==> config.mk <==
export PLATFORM = sky130hd
export DESIGN_NAME = ram_fifo_ctrl
export DESIGN_NICKNAME = d
export VERILOG_FILES = /design/src/rtl/ram_pkg.sv /design/src/rtl/fifo_ptr.sv /design/src/rtl/ram_fifo_ctrl.sv
export SDC_FILE = /design/constraint.sdc
export NUM_CORES = 1
export LEC_CHECK = 0
export ABC_AREA = 1
export BUFFER_PORTS_ARGS = -buffer_cell sky130_fd_sc_hd__buf_2
export CORE_MARGIN = 4
export CORE_UTILIZATION = 39
export CTS_CLUSTER_DIAMETER = 200
export DETAILED_ROUTE_END_ITERATION = 6
export GPL_TIMING_DRIVEN = 0
export PLACE_DENSITY = 0.84
export RECOVER_POWER = 50
export SYNTH_ARGS = -nofsm -noshare
export SYNTH_HDL_FRONTEND = slang
export SYNTH_SLANG_ARGS = --single-unit
==> constraint.sdc <==
create_clock -name CLK -period 1.7 [get_ports CLK]
set_input_delay 0.34 -clock CLK [delete_from_list [all_inputs] [get_ports CLK]]
set_output_delay 0.34 -clock CLK [all_outputs]
set_load 0.1 [all_outputs]
==> src/rtl/ram_pkg.sv <==
// Shared sizing for the 16x32 single-port DFF RAM and the FIFO controller in front of it.
package ram_pkg;
  localparam int ADDR_LEN_DEF = 4;
  localparam int DATA_LEN_DEF = 32;
  localparam int DEPTH        = 2 ** ADDR_LEN_DEF;
  localparam int COUNT_W      = ADDR_LEN_DEF + 1;
  localparam int AFULL_DEF    = 12;
endpackage

==> src/rtl/fifo_ptr.sv <==
// Wrapping address pointer: advances by one when inc_i is high, wraps naturally at 2**W.
module fifo_ptr
  import ram_pkg::*;
#(
  parameter int W = ADDR_LEN_DEF
) (
  input  logic         clk_i,
  input  logic         rst_n_i,
  input  logic         inc_i,
  output logic [W-1:0] ptr_o
);

  logic [W-1:0] ptr_q;
  logic [W-1:0] ptr_d;

  always_comb begin
    ptr_d = ptr_q;
    if (inc_i) ptr_d = ptr_q + 1'b1;
  end

  always_ff @(posedge clk_i) begin
    if (!rst_n_i) ptr_q <= '0;
    else          ptr_q <= ptr_d;
  end

  assign ptr_o = ptr_q;

endmodule

==> src/rtl/ram_fifo_ctrl.sv <==
// FIFO controller driving a single-port DFF RAM; reads win arbitration, read data
// returns one cycle after acceptance and is held stable between reads.
module ram_fifo_ctrl
  import ram_pkg::*;
#(
  parameter int ADDRESS_LENGTH = ADDR_LEN_DEF,
  parameter int DATA_LENGTH    = DATA_LEN_DEF,
  parameter int AFULL_LEVEL    = AFULL_DEF
) (
  input  logic                      CLK,
  input  logic                      RSTn,
  input  logic                      WR_VALID,
  output logic                      WR_READY,
  input  logic [DATA_LENGTH-1:0]    WR_DATA,
  input  logic                      RD_REQ,
  output logic                      RD_VALID,
  output logic [DATA_LENGTH-1:0]    RD_DATA,
  output logic                      EMPTY,
  output logic                      FULL,
  output logic                      ALMOST_FULL,
  output logic [ADDRESS_LENGTH:0]   COUNT,
  output logic                      RAM_EN,
  output logic                      RAM_WE,
  output logic                      RAM_RE,
  output logic [ADDRESS_LENGTH-1:0] RAM_A,
  output logic [DATA_LENGTH-1:0]    RAM_DI,
  input  logic [DATA_LENGTH-1:0]    RAM_DO
);

  localparam logic [ADDRESS_LENGTH:0] DEPTH_C = (ADDRESS_LENGTH+1)'(2 ** ADDRESS_LENGTH);
  localparam logic [ADDRESS_LENGTH:0] AFULL_C = (ADDRESS_LENGTH+1)'(AFULL_LEVEL);

  logic                      rd_acc;
  logic                      wr_acc;
  logic [ADDRESS_LENGTH-1:0] wr_ptr;
  logic [ADDRESS_LENGTH-1:0] rd_ptr;
  logic [ADDRESS_LENGTH:0]   count_q;
  logic [ADDRESS_LENGTH:0]   count_d;
  logic                      rd_valid_q;
  logic [DATA_LENGTH-1:0]    hold_q;
  logic [DATA_LENGTH-1:0]    hold_d;

  // Flags come only from the registered count.
  assign EMPTY       = (count_q == '0);
  assign FULL        = (count_q == DEPTH_C);
  assign ALMOST_FULL = (count_q >= AFULL_C);
  assign COUNT       = count_q;

  // Accesses are suppressed while reset is asserted so the RAM sees no stray writes.
  assign rd_acc   = RSTn && RD_REQ && !EMPTY;
  assign WR_READY = RSTn && !FULL && !rd_acc;
  assign wr_acc   = WR_VALID && WR_READY;

  assign RAM_EN = rd_acc | wr_acc;
  assign RAM_RE = rd_acc;
  assign RAM_WE = wr_acc;
  assign RAM_A  = rd_acc ? rd_ptr : wr_ptr;
  assign RAM_DI = WR_DATA;

  fifo_ptr #(.W(ADDRESS_LENGTH)) u_wr_ptr (
    .clk_i   (CLK),
    .rst_n_i (RSTn),
    .inc_i   (wr_acc),
    .ptr_o   (wr_ptr)
  );

  fifo_ptr #(.W(ADDRESS_LENGTH)) u_rd_ptr (
    .clk_i   (CLK),
    .rst_n_i (RSTn),
    .inc_i   (rd_acc),
    .ptr_o   (rd_ptr)
  );

  always_comb begin
    count_d = count_q;
    if (wr_acc)      count_d = count_q + 1'b1;
    else if (rd_acc) count_d = count_q - 1'b1;
  end

  // RAM_DO is zero on idle cycles, so only pass it through on the return cycle.
  assign RD_VALID = rd_valid_q && RSTn;
  assign RD_DATA  = RD_VALID ? RAM_DO : hold_q;

  always_comb begin
    hold_d = hold_q;
    if (RD_VALID) hold_d = RAM_DO;
  end

  always_ff @(posedge CLK) begin
    if (!RSTn) begin
      count_q    <= '0;
      rd_valid_q <= 1'b0;
      hold_q     <= '0;
    end else begin
      count_q    <= count_d;
      rd_valid_q <= rd_acc;
      hold_q     <= hold_d;
    end
  end

endmodule

### Word level (Yosys, flattened, before mapping)

Cells that the tools add are included.

* register bits: 46
* input port bits: 68
* output and inout port bits: 81
* word-level logic and storage cells: 27

* $add $sub $neg: 4
* order comparisons: 1
* equality and inequality tests: 1
* mux-type cells: 4
* bitwise logic cells: 1
* reduce and logical (&&, ||, !) cells: 11

Operators with widths (count)
* two-way mux 32 bit: 1
* two-way mux 5 bit: 2
* adder 4 x 1 -> 4 bit, second input constant: 2
* logical AND 1 bit: 6
* adder 5 x 1 -> 5 bit, second input constant: 1
* == test 5 bit, second input constant: 1
* greater-or-equal comparator 5 x 4 -> 1 bit, second input constant: 1
* zero test 5 bit: 1
* subtractor 5 x 1 -> 5 bit, second input constant: 1
* two-way mux 4 bit: 1
* zero test 1 bit: 3
* nonzero test 2 bit: 1
* OR 1 bit: 1

### Depth between registers and ports, before layout

Gate-level depths: netlist (run 1).

* depth in word-level cells: 7
* mapped depth: 14
* depth with buffers taken out: 14

### Cells and area by module

From an unflattened synthesis (run 1), not the netlist that was laid out.

* cell total of the unflattened synthesis: 324
* area, all modules: 2443.6 um2

Modules (own cells, without submodules)
* ram_fifo_ctrl: times used 1, cells an instance 280, area an instance 2110.8 um2, sequential area each 760.7 um2
* fifo_ptr: times used 2, cells an instance 22, area an instance 166.4 um2, sequential area each 80.1 um2

### Worst setup path before layout (run 1)

Ideal clock, no wire load.

* path kind: reg2out
* start: register count_q[4], in the netlist COUNT[4]
* end: output port RAM_A[1]
* data arrival time: 3.694 ns
* required time: 1.360 ns
* path slack: -2.334 ns
* stages on the path, launching flop included: 6
* buffers on the path: 1
* cells stage by stage: dfxtp_1 > inv_1 > nand3_2 > nand2_4 > buf_2 > o21ai_0

* longest elaborated chain between the ends: 4

Ends and longest elaborated chain
* from (decl): RTL line ram_fifo_ctrl.sv:37 `logic [ADDRESS_LENGTH:0] count_q;`
* from (signal assigned): RTL line ram_fifo_ctrl.sv:95 `count_q <= count_d;`
* zero test 5 bit: RTL line ram_fifo_ctrl.sv:44 `assign EMPTY = (count_q == '0);`
* zero test 1 bit: RTL line ram_fifo_ctrl.sv:50 `assign rd_acc = RSTn && RD_REQ && !EMPTY;`
* logical AND 1 bit: RTL line ram_fifo_ctrl.sv:50
* two-way mux 4 bit: RTL line ram_fifo_ctrl.sv:57 `assign RAM_A = rd_acc ? rd_ptr : wr_ptr;`
* to (decl): RTL line ram_fifo_ctrl.sv:25 `output logic [ADDRESS_LENGTH-1:0] RAM_A,`

Every way passes these cells.

### Worst setup path in the final report (run 1)

* start: register count_q[0], in the netlist COUNT[0]
* end: register count_q[4], in the netlist COUNT[4]

* longest elaborated chain between the ends: 7
* elaborated cells on any way between the ends: 14
* those cells by class: 2 x add/sub; 1 x eq/ne; 2 x mux; 9 x reduce/logical

Ends and longest elaborated chain
* parallel branches: the longest is 7 deep, another holds subtractor 5 x 1 -> 5 bit

Parallel ways; which one is timed is not known. The select of a mux whose other input is x is not followed.
A chain may end at the register's enable or synchronous reset.

==> impl_metrics.csv, run 1 <==
group,metric,value,unit
run_status,status,"finished, violations left",
run_status,violations,"setup timing",
pwr,p_leak,2.13,nW
timing,timing_hold_violations_final,0,
timing,hold_slack,375,ps
clock_tree,insertion_delay,310,ps
logic_synthesis,yosys_most_used_dff,"dfxtp_1",
logic_synthesis,synth_area_leader_cell,"dfxtp_1",
worst_setup_path,crit_type,"reg -> reg",
place,place_ws,-348,ps
detailed_routing,wl_per_cell,17.9,µm
timing,setup-tns-final,-10300,ps
worst_setup_path,reg2reg_slack,-450,ps
logic_synthesis,ys_seq_area_share,38.0,%
grt,grt_first_pass_wirelength,14500,µm
logic_synthesis,syn-instance-count,325,
clock_tree,clock-root-buffer,"clkbuf_8",
timing,min_period,2150,ps
grt,grt.overflow.total,0,
detailed_routing,drtPass1Iterations,4,
detailed_routing,wl_met2,5530,µm
worst_setup_path,rr_endpoint,"COUNT[4]$_SDFFE_PN0P_",
timing,relSlewSlack,62.3,%
place,dp_hpwl,5580,µm
hold_path,min_to,"hold_q[17]$_SDFF_PN0_",
clock_tree,clockBufferDepth,2,
timing,timing.fmax,464,MHz
floorplanning,num_io_pins,149,
worst_setup_path,endpoint_kind,"flip-flop",
grt,grt_usage,24.3,%
detailed_routing,drtIter0Drc,118,
logic_synthesis,synth_seq_cells,46,
floorplanning,die_w,86.9,µm
worst_setup_path,crit_arrival,2380,ps
grt,first_global_vias,3049,
worst_setup_path,worstSetupStartpointType,"flip-flop",
floorplanning,die_h,86.9,µm
timing,worst_pin_slew,569,ps
detailed_routing,via_count,2869,
detailed_routing,wl_met1,3450,µm
floorplanning,die-area,0.00755,mm²
worst_setup_path,crit_required,1930,ps
place,routabilityCongestion,0.765,
detailed_routing,wl,9910,µm
detailed_routing,antenna_left,0,
clock_tree,clkTransAtPathRegs,90,ps
worst_setup_path,r2r-start,"COUNT[0]$_SDFFE_PN0P_",
place,port_buffers,116,
logic_synthesis,synth_nets,399,
timing,rsz0062_at_grt,"true",
logic_synthesis,synthTopCellsByArea,"dfxtp_1, buf_4, a211oi_1",
logic_synthesis,synth_edf_count,0,
timing,setup_viol,45,
logic_synthesis,netlist-cell-type-count,27,
timing,skew,10.7,ps
clock_tree,cts_hold_buffers,0,
logic_synthesis,netlist_area,0.00243,mm²
grt,antenna_found_initial,0,
clock_tree,htree_levels,2,
clock_tree,cts_buffers,5,
detailed_routing,wl_met3,606,µm
hold_path,hold_class,"in -> reg",
final_layout,areaGrowthSynthToFinish,109,%
pwr,p_per_area,1770,mW/mm²
timing,fin_crit_sh,127,%
pwr,power,8.96,mW
logic_synthesis,ys_warn_count,0,
timing,timing.final.ws_setup,-453,ps
floorplanning,initial_core_util,40.5,%
logic_synthesis,async_flop_share,0,%
detailed_routing,highest_layer,"met4",
floorplanning,core-area,0.00599,mm²
clock_tree,cts.sinks,46,
hold_path,hp-start,"RAM_DO[17]",
final_layout,utilization,84.5,%
pwr,ir_drop,1.91,mV
grt,grt_max_degree,16,
detailed_routing,drc,0,
worst_setup_path,rr_worst_depth,14,
final_layout,layout-drive-gt1-share,61.5,%
worst_setup_path,crit_fanout,3,
hold_path,hold_depth,3,
logic_synthesis,syn_area_per_cell,7.46,µm²
clock_tree,tritoncts,"done",
detailed_routing,via_per_inst,5.17,
job,max_cap_viol_count,0,
final_layout,n_antenna_cell,0,
final_layout,finalNetCount,553,
logic_synthesis,synth_top_area_share,38.0,%
floorplanning,rows,28,
timing,maxSlewViolCount,0,
## registers in the layout, summed over array words and instances (netlist names)
signal,count
COUNT,5
hold_q,32
rd_valid_q,1
u_rd_ptr.ptr_o,4
u_wr_ptr.ptr_o,4
## kinds of logic after synthesis
group / synth area share [%]
buffers and inverters: 21.7
adder cells (fa/ha/maj): 3.40
AND/OR/NAND/NOR: 15.0
AO/OA/AOI/OAI: 21.3
flip-flops: 38.0
XOR/XNOR: 0.722
## Yosys cell counts, types with 2 or more instances
library cell,n
buf_4,34
buf_2,6
nand2_1,23
nor2_1,42
clkbuf_1,5
inv_1,53
a211oi_1,32
ha_1,5
nor2_2,2
nor3_1,2
o21ai_0,7
a21oi_1,45
dfxtp_1,46
nand3_1,9
buf_1,2
## per-stage QoR
stage	cells	instance area, µm²
after floorplan	325	3090
after global placement	516	3760
after detailed placement	516	3760
after CTS	543	4830
after global routing	555	5060
final	555	5060
## routing by layer
| metal | global-route usage [%] | up-vias |
|---|---|---|
| met5 | 0 | - |
| li1 | - | 1331 |
| met1 | 25.2 | 1367 |
| met2 | 46.9 | 135 |
| met3 | 5.68 | 36 |
| met4 | 8.36 | 0 |
## repair_timing
action                     in CTS  in global routing
gates cloned                    4                  2
gates resized for setup       199                 27
setup endpoints to repair      47                 47
pin swaps                      17                 14
setup buffers                  15                 10
## area by class of cell
type | count | area (µm²)
Clock inverter | 3 | 43.8
Buffer | 48 | 474
Multi-Input combinational cell | 177 | 1640
Inverter | 54 | 214
Tap cell | 75 | 93.8
Timing Repair Buffer | 147 | 1590
Sequential cell | 46 | 940
Clock buffer | 5 | 68.8
Fill cell | 317 | 930
## worst max-delay path, stage by stage, from the launching register on
cell	delay, ps
dfxtp_4	360
nor2_4	120
nand3_2	110
nand2_2	90
inv_2	50
nand3_4	100
clkinvlp_4	130
fa_2	380
inv_2	80
nand3_2	70
nand2_1	100
nand4_1	140
nand3_1	120
nand2_1	90
nor2_2	110
## placed cells by master, fill, tap and decap left out, types with 2 or more instances in the layout
master	Yosys	layout
a211oi_1	32	32
a21oi_1	45	11
a21oi_4	0	33
buf_1	2	2
buf_12	0	47
buf_16	0	7
buf_2	6	40
buf_4	34	52
buf_6	1	5
buf_8	0	2
clkbuf_1	5	4
clkbuf_16	0	2
clkbuf_2	0	32
clkbuf_8	0	6
clkinvlp_4	0	3
dfxtp_1	46	41
dfxtp_4	0	5
ha_1	5	3
ha_4	0	2
inv_1	53	46
inv_2	1	5
nand2_1	23	19
nand2_2	1	3
nand2_4	1	3
nand3_1	9	7
nand3_2	1	3
nor2_1	42	10
nor2_2	2	12
nor2_4	0	22
nor3_1	2	2
o21ai_0	7	4
o21ai_4	0	3
## how the worst max path moves through the flow
| stage | startpoint | end | slack, ps | cells past startpoint |
|---|---|---|---|---|
| 6_report | COUNT[0]$_SDFFE_PN0P_ | COUNT[4]$_SDFFE_PN0P_ | -450 | 14 |
| 2_1_floorplan | COUNT[2]$_SDFFE_PN0P_ | COUNT[4]$_SDFFE_PN0P_ | -810 | 13 |
| 3_5_place_dp | COUNT[3]$_SDFFE_PN0P_ | RAM_A[2] | -350 | 7 |
| 3_3_place_gp | RSTn | RAM_A[2] | -310 | 8 |
| 5_1_grt | COUNT[0]$_SDFFE_PN0P_ | COUNT[4]$_SDFFE_PN0P_ | -530 | 13 |
| 4_1_cts | COUNT[0]$_SDFFE_PN0P_ | COUNT[4]$_SDFFE_PN0P_ | -180 | 13 |
## where the power goes
part	total [mW]	leakage, nW	internal [mW]	switching (mW)
logic	6.69	1.69	2.30	4.39
clock network	0.840	0.0585	0.441	0.399
registers	1.44	0.380	1.32	0.117
Note: power is estimated with default switching activity, not from simulation.
==> inputs of run 2 (changes only) <==
--- a/config.mk
+++ b/config.mk
@@ -7,7 +7,6 @@
 export LEC_CHECK = 0
 export ABC_AREA = 1
 export BUFFER_PORTS_ARGS = -buffer_cell sky130_fd_sc_hd__buf_2
-export CORE_MARGIN = 4
 export CORE_UTILIZATION = 39
 export CTS_CLUSTER_DIAMETER = 200
 export DETAILED_ROUTE_END_ITERATION = 6
==> run 2 against run 1 <==
Clock power fell by 22%. Setup slack improved by 140 ps. Combinational power barely moved. Sequential share of layout area rose by 0.26 points. Cell count rose by 0.36%. The run still ends with setup timing left. Die area fell by 13%. Register-to-register slack improved by 140 ps. Utilization fell by 0.68 points.
==> impl_metrics.csv, run 2 (synthesized netlist as in run 1, its figures left out) <==
group,metric,value,unit
pwr,intPower,3.90,mW
final_layout,n_antenna_cell,0,
worst_setup_path,rr_endpoint,"COUNT[4]$_SDFFE_PN0P_",
timing,timing.fmax,496,MHz
floorplanning,die_w,80.9,µm
final_layout,areaGrowthSynthToFinish,106,%
place,routabilityCongestion,0.748,
final_layout,top_register,"hold_q",
final_layout,finalNonFillerCells,557,
timing,timing.final.ws_setup,-316,ps
pwr,swShare,55.5,%
timing,maxSlewViolCount,0,
final_layout,multi_input_area,0.00164,mm²
worst_setup_path,worstSetupStartpointType,"flip-flop",
worst_setup_path,crit_arrival,2220,ps
grt,first_global_vias,2935,
detailed_routing,via_count,2832,
timing,setup_viol,46,
run_status,status,"finished, violations left",
floorplanning,core-area,0.00596,mm²
timing,skew,8.59,ps
pwr,power,8.75,mW
detailed_routing,antenna_left,0,
clock_tree,htree_levels,2,
pwr,comb_power_share,76.1,%
detailed_routing,drtIter0Drc,102,
final_layout,layout-drive-gt1-share,61.6,%
clock_tree,insertion_delay,300,ps
grt,grt_usage,28.3,%
grt,grt_first_pass_wirelength,14100,µm
pwr,p_per_area,1750,mW/mm²
timing,min_period,2020,ps
worst_setup_path,crit_type,"reg -> reg",
detailed_routing,drc,0,
job,max_cap_viol_count,0,
worst_setup_path,reg2reg_slack,-320,ps
hold_path,hold_class,"in -> reg",
floorplanning,rows,28,
floorplanning,num_io_pins,149,
clock_tree,clock-root-buffer,"clkbuf_8",
grt,grt.overflow.total,0,
floorplanning,die-area,0.00654,mm²
worst_setup_path,r2r-start,"COUNT[3]$_SDFFE_PN0P_",
final_layout,register_area,940,µm²
hold_path,min_to,"hold_q[26]$_SDFF_PN0_",
worst_setup_path,crit_fanout,3,
clock_tree,clockBufferDepth,2,
timing,hold_slack,382,ps
final_layout,final_cell_mix,"buf_4, buf_12, inv_1",
detailed_routing,wl_per_cell,17.6,µm
worst_setup_path,endpoint_kind,"flip-flop",
final_layout,finalNetCount,556,
clock_tree,clkTransAtPathRegs,90,ps
timing,timing_hold_violations_final,0,
timing,fin_crit_sh,119,%
worst_setup_path,rr_worst_depth,13,
final_layout,fillCellCount,294,
grt,grt_max_degree,14,
final_layout,largest_reg_flops,32,
pwr,p_clk_share,7.5,%
timing,rsz0062_at_grt,"true",
floorplanning,initial_core_util,40.7,%
pwr,ir_drop,1.73,mV
place,dpl.cell_count,516,
detailed_routing,drtPass1Iterations,4,
place,port_buffers,116,
run_status,violations,"setup timing",
final_layout,utilization,83.8,%
grt,antenna_found_initial,0,
worst_setup_path,crit_required,1900,ps
timing,worst_pin_slew,568,ps
detailed_routing,via_per_inst,5.08,
hold_path,hold_depth,3,
clock_tree,tritoncts,"done",
hold_path,hp-start,"RAM_DO[26]",
pwr,p_leak,2.10,nW
clock_tree,cts.sinks,46,
floorplanning,die_h,80.9,µm
pwr,p_seq_share,16.4,%
timing,relSlewSlack,62.3,%
place,dp_hpwl,4900,µm
final_layout,final_common_cell,"buf_4",
pwr,switchingPower,4.86,mW
clock_tree,cts_buffers,5,
detailed_routing,wl,9810,µm
==> run 2: area by class of cell <==
type                            count  share of cell area (%)
Multi-Input combinational cell    177                    32.9
Timing Repair Buffer              152                    32.4
Sequential cell                    46                    18.8
Clock inverter                      2                   0.201
Tap cell                           75                    1.88
Inverter                           54                    4.29
Clock buffer                        5                    1.38
Buffer                             46                    8.12
==> run 2: metal layers <==
metal  up-vias  part of all wire [%]  track usage [%]
met4         0                   3.4             13.2
li1       1329                     -                -
met2       138                    56             54.2
met1      1338                    34             28.3
met3        27                   6.3             6.74
met5         -                     0                0
==> run 2: power by group through the flow <==
stage	Clock [mW]	Sequential, mW	Combinational (mW)
after detailed placement	0	1.47	4.88
final	0.655	1.44	6.66
after floorplan	0	1.73	4.02
after CTS	0.657	1.42	6.33
after global placement	0	1.45	4.82
after global routing	0.704	1.46	6.86
==> run 2: critical path: stages, from the launching register on <==
cell and delay, ps:
dfxtp_4 370, nor2_4 130, nand3_2 100, nand2_2 100, inv_2 50, nand3_4 80
clkinvlp_4 130, fa_2 360, inv_2 80, nand3_2 60, nand2_1 80, nand4_1 140
a21oi_1 160, nor2_1 60
==> run 2: what timing repair did <==
| item | in CTS | in global routing |
|---|---|---|
| pin swaps | 21 | 19 |
| endpoints found under the setup margin | 47 | 47 |
| resized for setup | 202 | 26 |
| setup buffers | 19 | 17 |
| hold buffers | 0 | 0 |
| cloned | 5 | 1 |
==> run 2: worst max-delay path by stage <==
stage,depth (start not counted),start,to,slack [ps]
finish,13,COUNT[3]$_SDFFE_PN0P_,COUNT[4]$_SDFFE_PN0P_,-320
global route,14,COUNT[3]$_SDFFE_PN0P_,COUNT[4]$_SDFFE_PN0P_,-460
CTS,14,COUNT[0]$_SDFFE_PN0P_,COUNT[4]$_SDFFE_PN0P_,-180
detailed placement,8,RSTn,RAM_A[3],-370
global placement,7,COUNT[3]$_SDFFE_PN0P_,RAM_A[2],-310
floorplan,13,COUNT[2]$_SDFFE_PN0P_,COUNT[4]$_SDFFE_PN0P_,-810
==> run 2: metrics by stage <==
step	cell area [µm²]	TNS (ps)	setup WS [ps]
after floorplan	3090	-6400	-809
after global placement	3760	-8740	-310
after detailed placement	3760	-10040	-372
after CTS	4900	-3500	-180
after global routing	4990	-13840	-465
final	4990	-10260	-316
==> inputs of run 3 (changes only) <==
--- a/config.mk
+++ b/config.mk
@@ -11,8 +11,9 @@
 export CTS_CLUSTER_DIAMETER = 200
 export DETAILED_ROUTE_END_ITERATION = 6
 export GPL_TIMING_DRIVEN = 0
-export PLACE_DENSITY = 0.84
+export PLACE_DENSITY = 0.83
 export RECOVER_POWER = 50
 export SYNTH_ARGS = -nofsm -noshare
 export SYNTH_HDL_FRONTEND = slang
+export SYNTH_HIERARCHICAL = 1
 export SYNTH_SLANG_ARGS = --single-unit
==> run 3 against run 2 <==
The flow still finishes with violations (setup timing). Die area grew 0.71%. Register-to-register slack better by 96 ps. Global-route usage is 3.2 points lower. Sequential power hardly changed. Critical endpoint is now RAM_WE.
==> impl_metrics.csv, run 3 <==
group,metric,value,unit
detailed_routing,drtPass1Iterations,5,
final_layout,top_register,"hold_q",
clock_tree,clockBufferDepth,2,
grt,antenna_found_initial,0,
final_layout,postLayoutCellArea,0.00512,mm²
logic_synthesis,netlist_area,0.00244,mm²
pwr,p_seq_share,17.3,%
clock_tree,tritoncts,"done",
worst_setup_path,rr_worst_depth,13,
clock_tree,clock-root-buffer,"clkbuf_8",
grt,grt_max_degree,16,
logic_synthesis,ys_warn_count,6,
pwr,p_per_area,1630,mW/mm²
logic_synthesis,synth_seq_cells,46,
floorplanning,rows,28,
final_layout,fillCellCount,296,
final_layout,areaGrowthSynthToFinish,110,%
logic_synthesis,ys_seq_area_share,37.7,%
hold_path,hold_class,"in -> reg",
timing,min_period,1940,ps
detailed_routing,drc,0,
floorplanning,initial_core_util,40.8,%
logic_synthesis,yosys-top-cells-count,"nor2_1, dfxtp_1, inv_1, a21oi_1, nand2_1",
grt,grt_first_pass_wirelength,12600,µm
clock_tree,insertion_delay,300,ps
logic_synthesis,synth_most_common_cell,"nor2_1",
detailed_routing,via_count,2788,
timing,timing_hold_violations_final,0,
timing,skew,3.64,ps
job,max_cap_viol_count,0,
clock_tree,cts_hold_buffers,0,
clock_tree,cts_buffers,5,
pwr,comb_power_share,74.9,%
place,dpl.cell_count,515,
logic_synthesis,netlist-cell-type-count,26,
detailed_routing,antenna_left,0,
final_layout,finalNonFillerCells,551,
clock_tree,cts.sinks,46,
clock_tree,clkTransAtPathRegs,90,ps
timing,hold_slack,366,ps
logic_synthesis,synth_area_leader_cell,"dfxtp_1",
timing,timing.final.ws_setup,-239,ps
place,dpl_cell_area,0.00369,mm²
grt,grt.overflow.total,0,
final_layout,utilization,85.5,%
timing,maxSlewViolCount,0,
pwr,intPower,3.75,mW
worst_setup_path,worstSetupStartpointType,"flip-flop",
final_layout,layout-drive-gt1-share,63.2,%
pwr,ir_drop,1.48,mV
run_status,violations,"setup timing",
final_layout,final_cell_mix,"buf_2, buf_4, buf_12",
timing,timing.fmax,516,MHz
worst_setup_path,crit_required,1360,ps
logic_synthesis,synthTopCellsByArea,"dfxtp_1, a211oi_1, buf_4",
floorplanning,die-area,0.00659,mm²
place,port_buffers,116,
detailed_routing,via_per_inst,5.06,
timing,worst_pin_slew,561,ps
grt,first_global_vias,2692,
final_layout,largest_reg_flops,32,
floorplanning,die_w,81.2,µm
clock_tree,htree_levels,2,
timing,relSlewSlack,62.6,%
timing,setup_viol,45,
logic_synthesis,synth_edf_count,0,
timing,rsz0062_at_grt,"true",
final_layout,finalNetCount,550,
final_layout,n_antenna_cell,0,
pwr,switchingPower,4.57,mW
logic_synthesis,syn-instance-count,324,
timing,fin_crit_sh,114,%
worst_setup_path,crit_type,"reg -> out",
logic_synthesis,async_flop_share,0,%
logic_synthesis,syn_area_per_cell,7.54,µm²
worst_setup_path,crit_fanout,5,
hold_path,hold_depth,3,
logic_synthesis,synth_top_area_share,37.7,%
logic_synthesis,yosys_most_used_dff,"dfxtp_1",
floorplanning,num_io_pins,149,
final_layout,final_common_cell,"buf_2",
logic_synthesis,synth_nets,398,
grt,grt_usage,25.0,%
pwr,swShare,54.9,%
place,routabilityCongestion,0.765,
pwr,power,8.32,mW
floorplanning,core-area,0.00599,mm²
worst_setup_path,endpoint_kind,"primary output",
pwr,p_leak,2.14,nW
worst_setup_path,crit_arrival,1600,ps
detailed_routing,wl_per_cell,16.5,µm
place,dp_hpwl,4700,µm
detailed_routing,wl,9110,µm
run_status,status,"finished, violations left",
detailed_routing,drtIter0Drc,77,
floorplanning,die_h,81.2,µm
pwr,p_clk_share,7.8,%
-- run 3: changes by cell type after synthesis, moves of 2 or more --
cell / before / now
nand2_1: 23 / 35
inv_1: 53 / 42
nor2_1: 42 / 48
o21ai_0: 7 / 2
a21oi_1: 45 / 41
clkbuf_1: 5 / 9
buf_1: 2 / 0
buf_2: 6 / 4
buf_4: 34 / 32
nand3_1: 9 / 7
nor3_1: 2 / 0
-- run 3: routing by layer --
| layer | vias to the layer above | part of all wire, % | track usage [%] |
|---|---|---|---|
| met5 | - | 0 | 0 |
| met1 | 1322 | 38 | 27.3 |
| met2 | 125 | 54 | 48.3 |
| li1 | 1320 | - | - |
| met4 | 0 | 2.6 | 7.68 |
| met3 | 21 | 5.7 | 4.49 |
-- run 3: what timing repair did --
item,4_1_cts,5_1_grt
resized for setup,235,32
gates cloned,5,2
buffers inserted,16,7
pin swaps,22,14
endpoints found under the setup margin,47,48
-- run 3: cell families (layout without fill, tap and decap cells) --
family / Yosys count / after routing / share of synthesized area (%)
and+or+nand+nor: 102 / 102 / 19.1
DFF: 46 / 46 / 37.7
buffers and inverters: 92 / 244 / 20.2
xor gates and xnor gates: 2 / 2 / 0.717
adders and majority gates: 6 / 6 / 3.38
AOI/OAI and AO/OA: 76 / 76 / 18.8
-- run 3: path summary, 6_finish.rpt --
check	to	start	slack, ps
max	RAM_WE	COUNT[3]$_SDFFE_PN0P_	-240
min	u_rd_ptr/ptr_o[2]$_SDFFE_PN0P_	RSTn	370
max reg2reg	COUNT[4]$_SDFFE_PN0P_	COUNT[0]$_SDFFE_PN0P_	-220
min reg2reg	u_wr_ptr/ptr_o[3]$_SDFFE_PN0P_	u_wr_ptr/ptr_o[3]$_SDFFE_PN0P_	540
-- run 3: final cells by class --
type / count / area [µm²] / area share [%]
Clock buffer: 7 / 76.3 / 1.49
Multi-Input combinational cell: 186 / 1810 / 35.3
Timing Repair Buffer: 146 / 1600 / 31.2
Sequential cell: 46 / 941 / 18.4
Tap cell: 75 / 93.8 / 1.83
Buffer: 45 / 413 / 8.06
Inverter: 46 / 193 / 3.76
-- run 3: power groups by stage --
stage                     combinational, mW  sequential (mW)  clock (mW)
after global placement                 4.49             1.46           0
after floorplan                        3.74             1.71           0
final                                  6.24             1.44       0.651
after detailed placement               4.54             1.47           0
after CTS                              5.87             1.42       0.646
after global routing                   6.44             1.46       0.702
-- run 3: stage by stage --
stage | setup WS [ps] | TNS [ps]
after floorplan | -326 | -2630
after global placement | -415 | -15390
after detailed placement | -433 | -16120
after CTS | -179 | -3350
after global routing | -310 | -5950
final | -239 | -3530
-- run 3: critical path, cell delays in order (launching register included) --
cell and delay [ps]:
dfxtp_4 370, nor2_4 150, nand3_2 110, nand2_2 110
inv_2 60, nand3_4 100, buf_6 120, clkinvlp_4 100
buf_12 180
